## src/rtl/riscv_pkg.sv

```systemverilog
// Shared RV32I core types for the ID/EX stage.
//   alu_op_e   : ALU opcode carried from decode to execute
//   srca_sel_e : ALU operand A source (rs1, pc, zero)
//   srcb_sel_e : ALU operand B source (rs2, immediate)
//   fwd_sel_e  : per-operand forwarding source (regfile, EX/MEM, MEM/WB)
package riscv_pkg;

  typedef enum logic [4:0] {
    ADD  = 5'd0,
    SUB  = 5'd1,
    SLL  = 5'd2,
    SLT  = 5'd3,
    SLTU = 5'd4,
    XOR  = 5'd5,
    SRL  = 5'd6,
    SRA  = 5'd7,
    OR   = 5'd8,
    AND  = 5'd9,
    LUI  = 5'd10
  } alu_op_e;

  typedef enum logic [1:0] {
    SRCA_RS1  = 2'd0,
    SRCA_PC   = 2'd1,
    SRCA_ZERO = 2'd2
  } srca_sel_e;

  typedef enum logic {
    SRCB_RS2 = 1'b0,
    SRCB_IMM = 1'b1
  } srcb_sel_e;

  typedef enum logic [1:0] {
    FWD_REG = 2'd0,
    FWD_MEM = 2'd1,
    FWD_WB  = 2'd2
  } fwd_sel_e;

endpackage

```

## src/rtl/forward_unit.sv

```systemverilog
// Combinational operand forwarding for one source register.
//   rs, reg_data                 : registered source address and regfile value
//   mem_valid/reg_write/rd/result: EX/MEM writer (highest priority)
//   wb_valid/reg_write/rd/result : MEM/WB writer
//   data                         : selected operand value
// With Enable=0 the regfile value always passes through.
module forward_unit
  import riscv_pkg::*;
#(
  parameter int unsigned XLEN   = 32,
  parameter int unsigned REGW   = 5,
  parameter bit          Enable = 1'b1
) (
  input  logic [REGW-1:0] rs,
  input  logic [XLEN-1:0] reg_data,
  input  logic            mem_valid,
  input  logic            mem_reg_write,
  input  logic [REGW-1:0] mem_rd,
  input  logic [XLEN-1:0] mem_result,
  input  logic            wb_valid,
  input  logic            wb_reg_write,
  input  logic [REGW-1:0] wb_rd,
  input  logic [XLEN-1:0] wb_result,
  output logic [XLEN-1:0] data
);

  fwd_sel_e sel;

  // x0 is hardwired zero, so it is never forwarded.
  always_comb begin
    sel = FWD_REG;
    if (Enable && (rs != '0)) begin
      if (mem_valid && mem_reg_write && (mem_rd == rs)) begin
        sel = FWD_MEM;
      end else if (wb_valid && wb_reg_write && (wb_rd == rs)) begin
        sel = FWD_WB;
      end
    end
  end

  always_comb begin
    unique case (sel)
      FWD_MEM: data = mem_result;
      FWD_WB:  data = wb_result;
      default: data = reg_data;
    endcase
  end

endmodule

```

## src/rtl/id_ex_stage.sv

```systemverilog
// ID/EX pipeline register of the RV32I 5-stage core.
// Build option: IDEX_FORWARD_EN
//   defined   : MEM/WB forwarding, only load-use inserts a bubble
//   undefined : no forwarding, bubbles while any EX/MEM/WB writer targets rs1/rs2
// Ports:
//   clk, rst_n            : clock, asynchronous active-low reset
//   id_*                  : decoded instruction with valid/ready handshake
//   flush                 : redirect, kills stage contents at next edge
//   ex_ready / ex_valid   : downstream handshake
//   alu_opE, SrcA, SrcB   : execute ALU opcode and operands
//   ex_store_data, ex_rd, ex_pc, ex_reg_write/mem_read/mem_write : carried to EX/MEM
//   mem_*, wb_*           : downstream writer info for forwarding and hazards
module id_ex_stage
  import riscv_pkg::*;
#(
  parameter int unsigned XLEN = 32,
  parameter int unsigned REGW = 5
) (
  input  logic            clk,
  input  logic            rst_n,
  input  logic            id_valid,
  output logic            id_ready,
  input  logic [XLEN-1:0] id_pc,
  input  logic [XLEN-1:0] id_rs1_data,
  input  logic [XLEN-1:0] id_rs2_data,
  input  logic [REGW-1:0] id_rs1,
  input  logic [REGW-1:0] id_rs2,
  input  logic [REGW-1:0] id_rd,
  input  logic [XLEN-1:0] id_imm,
  input  logic [4:0]      id_alu_op,
  input  logic [1:0]      id_srca_sel,
  input  logic            id_srcb_sel,
  input  logic            id_reg_write,
  input  logic            id_mem_read,
  input  logic            id_mem_write,
  input  logic            flush,
  input  logic            ex_ready,
  output logic            ex_valid,
  output logic [4:0]      alu_opE,
  output logic [XLEN-1:0] SrcA,
  output logic [XLEN-1:0] SrcB,
  output logic [XLEN-1:0] ex_store_data,
  output logic [REGW-1:0] ex_rd,
  output logic            ex_reg_write,
  output logic            ex_mem_read,
  output logic            ex_mem_write,
  output logic [XLEN-1:0] ex_pc,
  input  logic            mem_valid,
  input  logic            mem_reg_write,
  input  logic [REGW-1:0] mem_rd,
  input  logic [XLEN-1:0] mem_result,
  input  logic            wb_valid,
  input  logic            wb_reg_write,
  input  logic [REGW-1:0] wb_rd,
  input  logic [XLEN-1:0] wb_result
);

  logic            ex_valid_q;
  logic [4:0]      alu_op_q;
  logic [XLEN-1:0] pc_q, rs1_data_q, rs2_data_q, imm_q;
  logic [REGW-1:0] rs1_q, rs2_q, rd_q;
  srca_sel_e       srca_sel_q;
  srcb_sel_e       srcb_sel_q;
  logic            reg_write_q, mem_read_q, mem_write_q;
  logic            hazard;
  logic            load_en;
  logic [XLEN-1:0] rs1_fwd, rs2_fwd;

`ifdef IDEX_FORWARD_EN
  localparam bit FwdEnable = 1'b1;

  // Load data is not ready until MEM completes: one bubble lets it reach WB.
  always_comb begin
    hazard = ex_valid_q && mem_read_q && (rd_q != '0) && id_valid &&
             ((rd_q == id_rs1) || (rd_q == id_rs2));
  end
`else
  localparam bit FwdEnable = 1'b0;

  logic rs1_busy, rs2_busy;

  // Without forwarding, wait until no in-flight writer targets a source.
  always_comb begin
    rs1_busy = (id_rs1 != '0) &&
               ((ex_valid_q && reg_write_q && (rd_q == id_rs1)) ||
                (mem_valid && mem_reg_write && (mem_rd == id_rs1)) ||
                (wb_valid && wb_reg_write && (wb_rd == id_rs1)));
    rs2_busy = (id_rs2 != '0) &&
               ((ex_valid_q && reg_write_q && (rd_q == id_rs2)) ||
                (mem_valid && mem_reg_write && (mem_rd == id_rs2)) ||
                (wb_valid && wb_reg_write && (wb_rd == id_rs2)));
    hazard   = id_valid && (rs1_busy || rs2_busy);
  end
`endif

  always_comb begin
    id_ready = (!ex_valid_q || ex_ready) && !hazard && !flush;
    load_en  = id_valid && id_ready;
  end

  always_ff @(posedge clk or negedge rst_n) begin
    if (!rst_n) begin
      ex_valid_q  <= 1'b0;
      alu_op_q    <= ADD;
      pc_q        <= '0;
      rs1_data_q  <= '0;
      rs2_data_q  <= '0;
      imm_q       <= '0;
      rs1_q       <= '0;
      rs2_q       <= '0;
      rd_q        <= '0;
      srca_sel_q  <= SRCA_RS1;
      srcb_sel_q  <= SRCB_RS2;
      reg_write_q <= 1'b0;
      mem_read_q  <= 1'b0;
      mem_write_q <= 1'b0;
    end else if (flush) begin
      ex_valid_q <= 1'b0;
    end else if (load_en) begin
      ex_valid_q  <= 1'b1;
      alu_op_q    <= id_alu_op;
      pc_q        <= id_pc;
      rs1_data_q  <= id_rs1_data;
      rs2_data_q  <= id_rs2_data;
      imm_q       <= id_imm;
      rs1_q       <= id_rs1;
      rs2_q       <= id_rs2;
      rd_q        <= id_rd;
      srca_sel_q  <= srca_sel_e'(id_srca_sel);
      srcb_sel_q  <= srcb_sel_e'(id_srcb_sel);
      reg_write_q <= id_reg_write;
      mem_read_q  <= id_mem_read;
      mem_write_q <= id_mem_write;
    end else if (!ex_valid_q || ex_ready) begin
      // Drained with nothing to accept (empty decode or hazard bubble).
      ex_valid_q <= 1'b0;
    end
  end

  forward_unit #(
    .XLEN   (XLEN),
    .REGW   (REGW),
    .Enable (FwdEnable)
  ) u_fwd_rs1 (
    .rs            (rs1_q),
    .reg_data      (rs1_data_q),
    .mem_valid     (mem_valid),
    .mem_reg_write (mem_reg_write),
    .mem_rd        (mem_rd),
    .mem_result    (mem_result),
    .wb_valid      (wb_valid),
    .wb_reg_write  (wb_reg_write),
    .wb_rd         (wb_rd),
    .wb_result     (wb_result),
    .data          (rs1_fwd)
  );

  forward_unit #(
    .XLEN   (XLEN),
    .REGW   (REGW),
    .Enable (FwdEnable)
  ) u_fwd_rs2 (
    .rs            (rs2_q),
    .reg_data      (rs2_data_q),
    .mem_valid     (mem_valid),
    .mem_reg_write (mem_reg_write),
    .mem_rd        (mem_rd),
    .mem_result    (mem_result),
    .wb_valid      (wb_valid),
    .wb_reg_write  (wb_reg_write),
    .wb_rd         (wb_rd),
    .wb_result     (wb_result),
    .data          (rs2_fwd)
  );

  always_comb begin
    case (srca_sel_q)
      SRCA_RS1: SrcA = rs1_fwd;
      SRCA_PC:  SrcA = pc_q;
      default:  SrcA = '0;
    endcase
    SrcB          = (srcb_sel_q == SRCB_IMM) ? imm_q : rs2_fwd;
    ex_store_data = rs2_fwd;
    ex_valid      = ex_valid_q;
    alu_opE       = alu_op_q;
    ex_rd         = rd_q;
    ex_pc         = pc_q;
    ex_reg_write  = ex_valid_q && reg_write_q;
    ex_mem_read   = ex_valid_q && mem_read_q;
    ex_mem_write  = ex_valid_q && mem_write_q;
  end

endmodule

```

## config.mk

```make
export PLATFORM = sky130hd
export DESIGN_NAME = id_ex_stage
export DESIGN_NICKNAME = d
export VERILOG_FILES = /design/src/rtl/riscv_pkg.sv /design/src/rtl/forward_unit.sv /design/src/rtl/id_ex_stage.sv
export SDC_FILE = /design/constraint.sdc
export NUM_CORES = 1
export LEC_CHECK = 0
export BUFFER_PORTS_ARGS = -buffer_cell sky130_fd_sc_hd__buf_2
export CORE_MARGIN = 2
export CORE_UTILIZATION = 34
export DETAILED_ROUTE_END_ITERATION = 8
export GPL_ROUTABILITY_DRIVEN = 0
export PLACE_DENSITY = 0.71
export RECOVER_POWER = 50
export SYNTH_ARGS = -nofsm -noshare
export SYNTH_HDL_FRONTEND = slang
export SYNTH_SLANG_ARGS = --single-unit
```

## constraint.sdc

```tcl
create_clock -name clk -period 2.15 [get_ports clk]
set_input_delay 0.215 -clock clk [delete_from_list [all_inputs] [get_ports clk]]
set_output_delay 0.215 -clock clk [all_outputs]
set_load 0.005 [all_outputs]
```

==> Yosys cells after proc, flatten, opt, wreduce, memory -nomap -nowiden <==
Index checks and enable logic that the tools add are counted.
{ "totals": {"n_memories": 0, "latchBits": 0, "out_inout_bits": 143, "register_bits": 145, "rom_bits": 0, "wordCells": 56, "inputBits": 237, "ram_bits": 0} }
{ "classes": {"n_reduce_logical": 31, "n_lt_le_gt_ge": 0, "add_sub_neg": 0, "n_mux": 5, "div": 0, "n_bitwise": 1, "n_shift": 0, "n_mul": 0, "eq_ne": 7} }
{ "op_table": {"columns": ["cell", "n"], "rows": [
  ["one-hot mux 32 bit (2 select lines)", 1],
  ["2-to-1 mux 32 bit", 1],
  ["== test 5 bit", 6],
  ["logical AND 1 bit", 17],
  ["nonzero test 5 bit", 2],
  ["logical OR 1 bit", 6],
  ["logical NOT 1 bit", 3],
  ["2-to-1 mux 1 bit", 3],
  ["nonzero test 3 bit", 1],
  ["== test 2 x 1 -> 1 bit, second input constant", 1],
  ["logical NOT 2 bit", 1],
  ["AND reduction 2 bit", 1],
  ["inverter 1 bit", 1]
]} }

==> Depth between registers and ports, before layout <==
Gate-level depths: netlist (run 1).
{ "logic_depth": {"word_depth": 13, "depth_mapped": 9, "ltp_nobuf": 6} }

==> Cells and area by module <==
A second synthesis (run 1) with hierarchy kept.
{ "unflattened": {"cells_unflattened": 563, "area_unflattened_um2": 7756.2} }
{ "by_module_without_submodules": {"columns": ["module", "area_each_um2", "cells_per_inst", "instances", "seq_area_each_um2"], "rows": [
  ["id_ex_stage", 7275.7, 499, 1, 3878.7],
  ["forward_unit", 240.2, 32, 2, 0.0]
]} }

==> Least setup slack after synthesis (run 1) <==
OpenSTA, ideal clock, no wires.
{ "synth_timing": {"path_kind": "input to register", "from": "in id_rs1[1]", "to": "reg imm_q[26]", "path_stages": 8, "required_ns": 2.025, "t_arrival_ns": 2.062, "setup_ns": 0.125, "path_buffers": 2, "path_slack_ns": -0.037, "path_cell_list": "or4_1 -> nor2_1 -> nor4_1 -> nor3_2 -> nand4_2 -> buf_4 -> buf_6 -> mux2_4"} }
{ "synth_between": {"elab_chain_cells": 12, "elab_cells_between_ends": 17, "classes_between": "3 x eq/ne; 14 x reduce/logical"} }
{ "synth_rtl": {"columns": ["item", "line", "text"], "rows": [
  ["from (decl)", "id_ex_stage.sv:26", "input logic [REGW-1:0] id_rs1,"],
  ["== test 5 bit, on equally long branches", "id_ex_stage.sv:85, id_ex_stage.sv:86", null],
  ["logical AND 1 bit, on equally long branches", "id_ex_stage.sv:85, id_ex_stage.sv:86", null],
  ["logical OR 1 bit", "id_ex_stage.sv:85", "((ex_valid_q && reg_write_q && (rd_q == id_rs1)) ||"],
  ["logical OR 1 bit", "id_ex_stage.sv:86", "(mem_valid && mem_reg_write && (mem_rd == id_rs1)) ||"],
  ["logical AND 1 bit (*)", "id_ex_stage.sv:84", "rs1_busy = (id_rs1 != '0) &&"],
  ["logical OR 1 bit (*)", "id_ex_stage.sv:92", "hazard = id_valid && (rs1_busy || rs2_busy);"],
  ["logical AND 1 bit (*)", "id_ex_stage.sv:92", null],
  ["logical NOT 1 bit (*)", "id_ex_stage.sv:97", "id_ready = (!ex_valid_q || ex_ready) && !hazard && !flush;"],
  ["logical AND 1 bit (*) (2 in series)", "id_ex_stage.sv:97", null],
  ["logical AND 1 bit (*)", "id_ex_stage.sv:98", "load_en = id_valid && id_ready;"],
  ["AND reduction 2 bit (no line) (*)", null, null],
  ["to (signal assigned)", "id_ex_stage.sv:125", "imm_q <= id_imm;"],
  ["to (decl)", "id_ex_stage.sv:60", "logic [XLEN-1:0] pc_q, rs1_data_q, rs2_data_q, imm_q;"]
]} }
Every way passes the cells marked *; elsewhere a longest branch is shown, timed or not.
A chain may end at the register's enable or synchronous reset.

==> Worst setup path after layout (run 1) <==
{ "layout_timing": {"from": "reg rd_q[4], in the netlist ex_rd[4]", "to": "out id_ready"} }
{ "layout_between": {"elab_chain_cells": 10, "elab_cells_between_ends": 15, "classes_between": "2 x eq/ne; 13 x reduce/logical"} }
{ "layout_rtl": {"columns": ["item", "line", "text"], "rows": [
  ["from (decl)", "id_ex_stage.sv:61", "logic [REGW-1:0] rs1_q, rs2_q, rd_q;"],
  ["from (signal assigned)", "id_ex_stage.sv:128", "rd_q <= id_rd;"],
  ["== test 5 bit, on equally long branches", "id_ex_stage.sv:85, id_ex_stage.sv:89", null],
  ["logical AND 1 bit, on equally long branches", "id_ex_stage.sv:85, id_ex_stage.sv:89", null],
  ["logical OR 1 bit, on equally long branches", "id_ex_stage.sv:85, id_ex_stage.sv:89", null],
  ["logical OR 1 bit, on equally long branches", "id_ex_stage.sv:86, id_ex_stage.sv:90", null],
  ["logical AND 1 bit, on equally long branches", "id_ex_stage.sv:84, id_ex_stage.sv:88", null],
  ["logical OR 1 bit (*)", "id_ex_stage.sv:92", null],
  ["logical AND 1 bit (*)", "id_ex_stage.sv:92", null],
  ["logical NOT 1 bit (*)", "id_ex_stage.sv:97", null],
  ["logical AND 1 bit (*) (2 in series)", "id_ex_stage.sv:97", null],
  ["to (decl)", "id_ex_stage.sv:22", "output logic id_ready,"]
]} }
Marks and branches as above.

==> results.json, run 1 <==
{
  "slowest_delay_ns": 0.42,
  "synth_area_per_cell_um2": 14.4,
  "dpl_cell_area_um2": 8950,
  "die_area_um2": 21500,
  "hold_class": "in2reg",
  "r2r-end": "ex_pc[26]",
  "pwr_density_cell_nw_per_um2": 960,
  "worstHoldStart": "id_imm[15]",
  "required_ns": 1.93,
  "drt_wl_total_um": 19400,
  "rsz0062_at_grt": "true",
  "hold_end": "imm_q[15]",
  "yosysTopAreaCellShare_pct": 52.5,
  "clock-sinks": 145,
  "antenna_found_initial": 0,
  "period_minus_slack_ns": 2.23,
  "area_growth_pct": 47.9,
  "synthFlopType": "dfrtp_1",
  "critPathKind": "reg2out",
  "worst_pin_slew_ns": 1.18,
  "grt_pass1_wl_um": 29500,
  "vias_per_cell": 4.68,
  "synth_enable_flop_cells": 0,
  "r2r_slack_ns": -0.07,
  "final_area_um2": 10200,
  "yosysSeqAreaShare_pct": 52.5,
  "max-vdd-ir-drop_mv": 0.506,
  "clkTransAtPathRegs_ns": 0.06,
  "leakagePower_nw": 5.27,
  "worst_slack_ns": -0.0830,
  "rr_startpoint": "ex_rd[4]",
  "cp-start-kind": "flip-flop",
  "antenna_left": 0,
  "fin_nets": 1071,
  "setup-tns-final_ns": -6.39,
  "drt_iter0_markers": 189,
  "std_cell_rows": 52,
  "grt.total_usage_pct": 17.5,
  "dpl.hpwl_um": 12600,
  "mostFrequentLayoutCell": "buf_2",
  "port_buffers": 315,
  "cp.arrival_ns": 2.02,
  "skew_ns": 0.00922,
  "r2r_cells": 8,
  "ys_types": 29,
  "endpoint_kind": "output port",
  "drive_gt1_share_pct": 68.4,
  "synthCells": 479,
  "coreArea_um2": 20100,
  "critPathMaxFanout": 3,
  "drv_slew": 0,
  "synthesis.nets": 716,
  "vias": 5231,
  "cp_cell_sequence": "buf_4, a221o_1, nor4_2, a41oi_2, buf_4, nand2_2, a21boi_1, buf_2",
  "period_share_pct": 104,
  "max_freq_mhz": 448,
  "syn_area_um2": 6910,
  "ios": 380,
  "async_flop_share_pct": 100,
  "ys_ff_latch": 145,
  "insertion_delay_ns": 0.41,
  "final_cell_mix": "314 x buf_2, 143 x dfrtp_1, 99 x mux2_4, 77 x mux2_2, 36 x nor2_1",
  "cts-root-buf": "clkbuf_16",
  "synth_warnings": 0,
  "first_pass_iters": 4,
  "initial_utilization_pct": 34.4,
  "slew_headroom_pct": 21.1,
  "status": "finished, violations left",
  "yosys-top-cells-area": "dfrtp_1 53%, mux2_2 19%, mux2_4 13%",
  "cts.htree.levels": 4,
  "numCtsBuffers": 17,
  "n_antenna_cell": 0,
  "cpMaxStageDelayCell": "dfrtp_2",
  "setup_viol": 145,
  "cts_buffer_depth": 2,
  "whs_path_depth": 2,
  "fp.dieW_um": 147,
  "synth_top_cell_by_area": "dfrtp_1",
  "crit_top_cell": "buf_4",
  "grt_pass1_vias": 5471,
  "wl_per_cell_um": 17.4,
  "hold_viol_final": 0,
  "overflow": 0,
  "cap_violations": 0,
  "grt_max_degree": 53,
  "drc": 0,
  "cts_tree": "done",
  "violations": "setup timing",
  "chipHeight_um": 147
}
worst max-delay path, delay by kind of cell, from the launching register on:
kind / cells / cell delay, ns
compound gates: 3 / 0.48
simple gates: 2 / 0.24
flops: 1 / 0.42
buf+inv: 3 / 0.47
report_power, final:
group	total (mW)	internal, mW	switching (mW)
clock network	3.36	2.19	1.17
logic	2.80	1.72	1.09
registers	3.65	3.27	0.373
total	9.81	7.18	2.63
final cells by class:
cell class | instances | area, um2
Clock buffer | 20 | 437
Clock inverter | 12 | 230
Fill cell | 1757 | 9880
Inverter | 5 | 18.8
Multi-Input combinational cell | 300 | 3280
Sequential cell | 145 | 3630
Tap cell | 270 | 338
Timing Repair Buffer | 365 | 2280
logic make-up (layout without fill, tap and decap cells):
family,after synthesis,count (layout),share of synthesized area (%)
mux,208,208,36.6
compound gates,11,11,1.39
buf+inv,34,402,2.55
xor+xnor,26,26,3.30
flops,145,145,52.5
simple gates,55,55,3.68
through the flow:
step	cells	power [mW]	hold WS [ns]	worst slack, ns	util, %
6_report	1117	9.81	0.0294	-0.0830	50.8
5_1_grt	1117	10.3	0.00390	-0.180	50.8
4_1_cts	1108	9.78	0.00920	-0.0414	49.7
3_5_place_dp	1061	6.24	0.188	-0.234	44.5
3_3_place_gp	1061	6.18	0.186	-0.259	44.5
2_1_floorplan	479	5.04	-0.0806	0.0271	-
layer usage:
| layer | vias to the layer above | wire length [um] | GRT usage, % | part of all wire [%] |
|---|---|---|---|---|
| met3 | 26 | 1150 | 4.94 | 5.9 |
| met5 | - | 0 | 0 | 0 |
| met2 | 199 | 9580 | 29.2 | 49 |
| li1 | 2424 | - | - | - |
| met1 | 2582 | 8360 | 22.1 | 43 |
| met4 | 0 | 337 | 5.44 | 1.7 |
synth_stat cells, types with 2 or more instances:
| cell type | n |
|---|---|
| a221o_1 | 2 |
| and2_1 | 2 |
| buf_1 | 11 |
| buf_6 | 6 |
| clkbuf_1 | 11 |
| dfrtp_1 | 145 |
| inv_1 | 5 |
| mux2_2 | 116 |
| mux2_4 | 60 |
| mux2i_1 | 32 |
| nand2_1 | 4 |
| nand4_1 | 4 |
| nor2_1 | 36 |
| nor4_1 | 2 |
| o211ai_1 | 2 |
| o221ai_1 | 2 |
| or4_1 | 2 |
| xnor2_1 | 26 |
timing repair:
item	4_1_cts	5_1_grt
resized for setup	21	43
buffers inserted	4	6
hold buffers	2	0
cloned	9	3
endpoints found under the setup margin	145	145
endpoints found under the hold margin	47	0
pin swaps	7	4
worst max-delay path by stage:
stage	from	endpoint	slack [ns]	cells after the start
2_1_floorplan	id_rs1[1]	imm_q[26]	0.03	8
3_3_place_gp	ex_rd[4]	ex_pc[23]	-0.26	6
3_5_place_dp	id_rs2[1]	rs2_data_q[17]	-0.23	8
4_1_cts	ex_rd[0]	id_ready	-0.04	8
5_1_grt	ex_rd[4]	ex_pc[27]	-0.18	9
6_report	ex_rd[4]	id_ready	-0.08	8
state kept, by name, summed over array words and instances (netlist names):
signal / cells
alu_opE: 5
ex_pc: 32
ex_rd: 5
ex_valid: 1
imm_q: 32
mem_read_q: 1
mem_write_q: 1
reg_write_q: 1
rs1_data_q: 32
rs2_data_q: 32
srca_sel_q: 2
srcb_sel_q: 1
Note: power is estimated with default switching activity, not from simulation.
==> run 2: changes to the inputs <==
--- a/config.mk
+++ b/config.mk
@@ -9,7 +9,7 @@
 export CORE_MARGIN = 2
 export CORE_UTILIZATION = 34
 export DETAILED_ROUTE_END_ITERATION = 8
-export GPL_ROUTABILITY_DRIVEN = 0
+export MAX_ROUTING_LAYER = met4
 export PLACE_DENSITY = 0.71
 export RECOVER_POWER = 50
 export SYNTH_ARGS = -nofsm -noshare
==> constraint.sdc (replaced) <==
create_clock -name clk -period 2.15 [get_ports clk]
set_input_delay 0.43 -clock clk [delete_from_list [all_inputs] [get_ports clk]]
set_output_delay 0.43 -clock clk [all_outputs]
set_load 0.005 [all_outputs]
==> results.json, run 2 (synthesis gave the netlist of run 1 again) <==
{
  "ios": 380,
  "critPathKind": "in2out",
  "mostFrequentLayoutCell": "buf_2",
  "clkTransAtPathRegs_ns": 0.06,
  "initial_utilization_pct": 34.4,
  "period_minus_slack_ns": 2.47,
  "total_power_mw": 9.68,
  "n_antenna_cell": 0,
  "antenna_found_initial": 0,
  "clkPwrFrac_pct": 30.9,
  "slowest_delay_ns": 0.54,
  "critPathMaxFanout": 3,
  "grt_pass1_wl_um": 32200,
  "hold_viol_final": 0,
  "leakagePower_nw": 5.61,
  "worst_slack_ns": -0.322,
  "final_cell_mix": "311 x buf_2, 144 x dfrtp_1, 134 x mux2_4, 42 x mux2_2",
  "skew_ns": 0.00805,
  "wl_met1_um": 9060,
  "clock-sinks": 145,
  "coreArea_um2": 20100,
  "vias_per_cell": 4.69,
  "area_growth_pct": 54.8,
  "dpl.hpwl_um": 12800,
  "max-vdd-ir-drop_mv": 0.493,
  "cts-root-buf": "clkbuf_16",
  "seqPwrFrac_pct": 38.0,
  "antenna_left": 0,
  "cp-start-kind": "primary input",
  "holdWs_ns": 0.204,
  "cpMaxStageDelayCell": "or4_4",
  "swShare_pct": 28.5,
  "status": "finished, violations left",
  "drive_gt1_share_pct": 69.7,
  "wl_per_cell_um": 18.1,
  "endpoint_kind": "output port",
  "final_util_pct": 53.2,
  "slew_headroom_pct": 13.1,
  "routed.top_layer": "met4",
  "setup-tns-final_ns": -18.76,
  "gp_congestion": 0.828,
  "pwr_density_cell_nw_per_um2": 905,
  "fin_nets": 1098,
  "cts_buffer_depth": 2,
  "p_comb_share_pct": 31.1,
  "rsz0062_at_grt": "true",
  "critPathBufInv": 3,
  "period_share_pct": 115,
  "drc": 0,
  "insertion_delay_ns": 0.41,
  "cts_tree": "done",
  "cts.htree.levels": 4,
  "grt_pass1_vias": 5755,
  "die_area_um2": 21500,
  "power_switching_mw": 2.75,
  "dp_worst_setup_slack_ns": -0.424,
  "grt_max_degree": 50,
  "vias": 5361,
  "nFillCells": 1737,
  "max_freq_mhz": 404,
  "cp_cell_sequence": "buf_6, or4_4, o211ai_1, o22ai_2, nor3_2, buf_4, nand2_1, a21boi_1, buf_2",
  "drt_wl_total_um": 20700,
  "overflow": 0,
  "violations": "setup timing",
  "grt.total_usage_pct": 20.0,
  "required_ns": 1.72,
  "drv_slew": 0,
  "chipHeight_um": 147,
  "port_buffers": 315,
  "hold_class": "in2reg",
  "cap_violations": 0,
  "std_cell_rows": 52,
  "drt_iter0_markers": 167,
  "routed-wl-met3_um": 885,
  "setup_viol": 145,
  "fp.dieW_um": 147,
  "p_int_mw": 6.92,
  "path_delay_family": "simple AND/OR/NAND/NOR gates",
  "numCtsBuffers": 17,
  "cp.arrival_ns": 2.04,
  "route.met2.wl_um": 10400,
  "first_pass_iters": 4,
  "worst_pin_slew_ns": 1.30
}
## run 2: cell count changes in the layout (fill, tap and decap cells not counted), sizes merged
cell and delta:
dlygate4sd3 -1, clkinv -2, clkinvlp +6, buf +26, inv +2, bufinv -4
## run 2: final timing paths
| check | from | endpoint | slack [ns] | cells after the start |
|---|---|---|---|---|
| min in group asynchronous | rst_n | ex_rd[3] | 0.84 | 2 |
| worst max-delay path | id_rs2[1] | id_ready | -0.32 | 9 |
| worst min register to register | alu_opE[4] | alu_opE[4] | 0.51 | 1 |
| max in group asynchronous | rst_n | srca_sel_q[0] | 0.17 | 3 |
| worst min-delay path | flush | ex_valid | 0.20 | 2 |
| worst max register to register | ex_rd[4] | alu_opE[4] | -0.13 | 10 |
## run 2: repair_timing
| action | CTS | global route |
|---|---|---|
| resized for setup | 125 | 8 |
| setup buffers | 20 | 2 |
| hold endpoints to repair | 43 | 0 |
| hold buffers | 1 | 0 |
| pin swaps | 1 | 2 |
| gates cloned | 19 | 0 |
| setup endpoints to repair | 165 | 158 |
## run 2: power groups by stage
stage / Sequential [mW] / Clock [mW] / Combinational, mW
6_report: 3.68 / 2.99 / 3.01
3_5_place_dp: 3.71 / 0 / 2.58
4_1_cts: 3.68 / 3.06 / 3.07
3_3_place_gp: 3.68 / 0 / 2.54
5_1_grt: 3.75 / 3.19 / 3.24
2_1_floorplan: 3.61 / 0 / 1.43
## run 2: stage by stage
stage               std cells  instance area, um2
detailed placement       1078                9080
CTS                      1150               10900
finish                   1144               10700
floorplan                 479                6940
global placement         1078                9080
global route             1144               10700
## run 2: layout make-up
type / count / area (um2) / share of cell area [%]
Sequential cell: 145 / 3630 / 34.0
Inverter: 5 / 18.8 / 0.175
Tap cell: 270 / 338 / 3.16
Clock buffer: 18 / 439 / 4.11
Timing Repair Buffer: 392 / 2690 / 25.1
Multi-Input combinational cell: 300 / 3420 / 32.0
Clock inverter: 14 / 155 / 1.45
## run 2: per-layer routing
layer	GRT usage (%)	up-vias
met4	6.36	0
li1	-	2472
met3	3.31	22
met5	-	-
met1	24.9	2678
met2	33.4	189
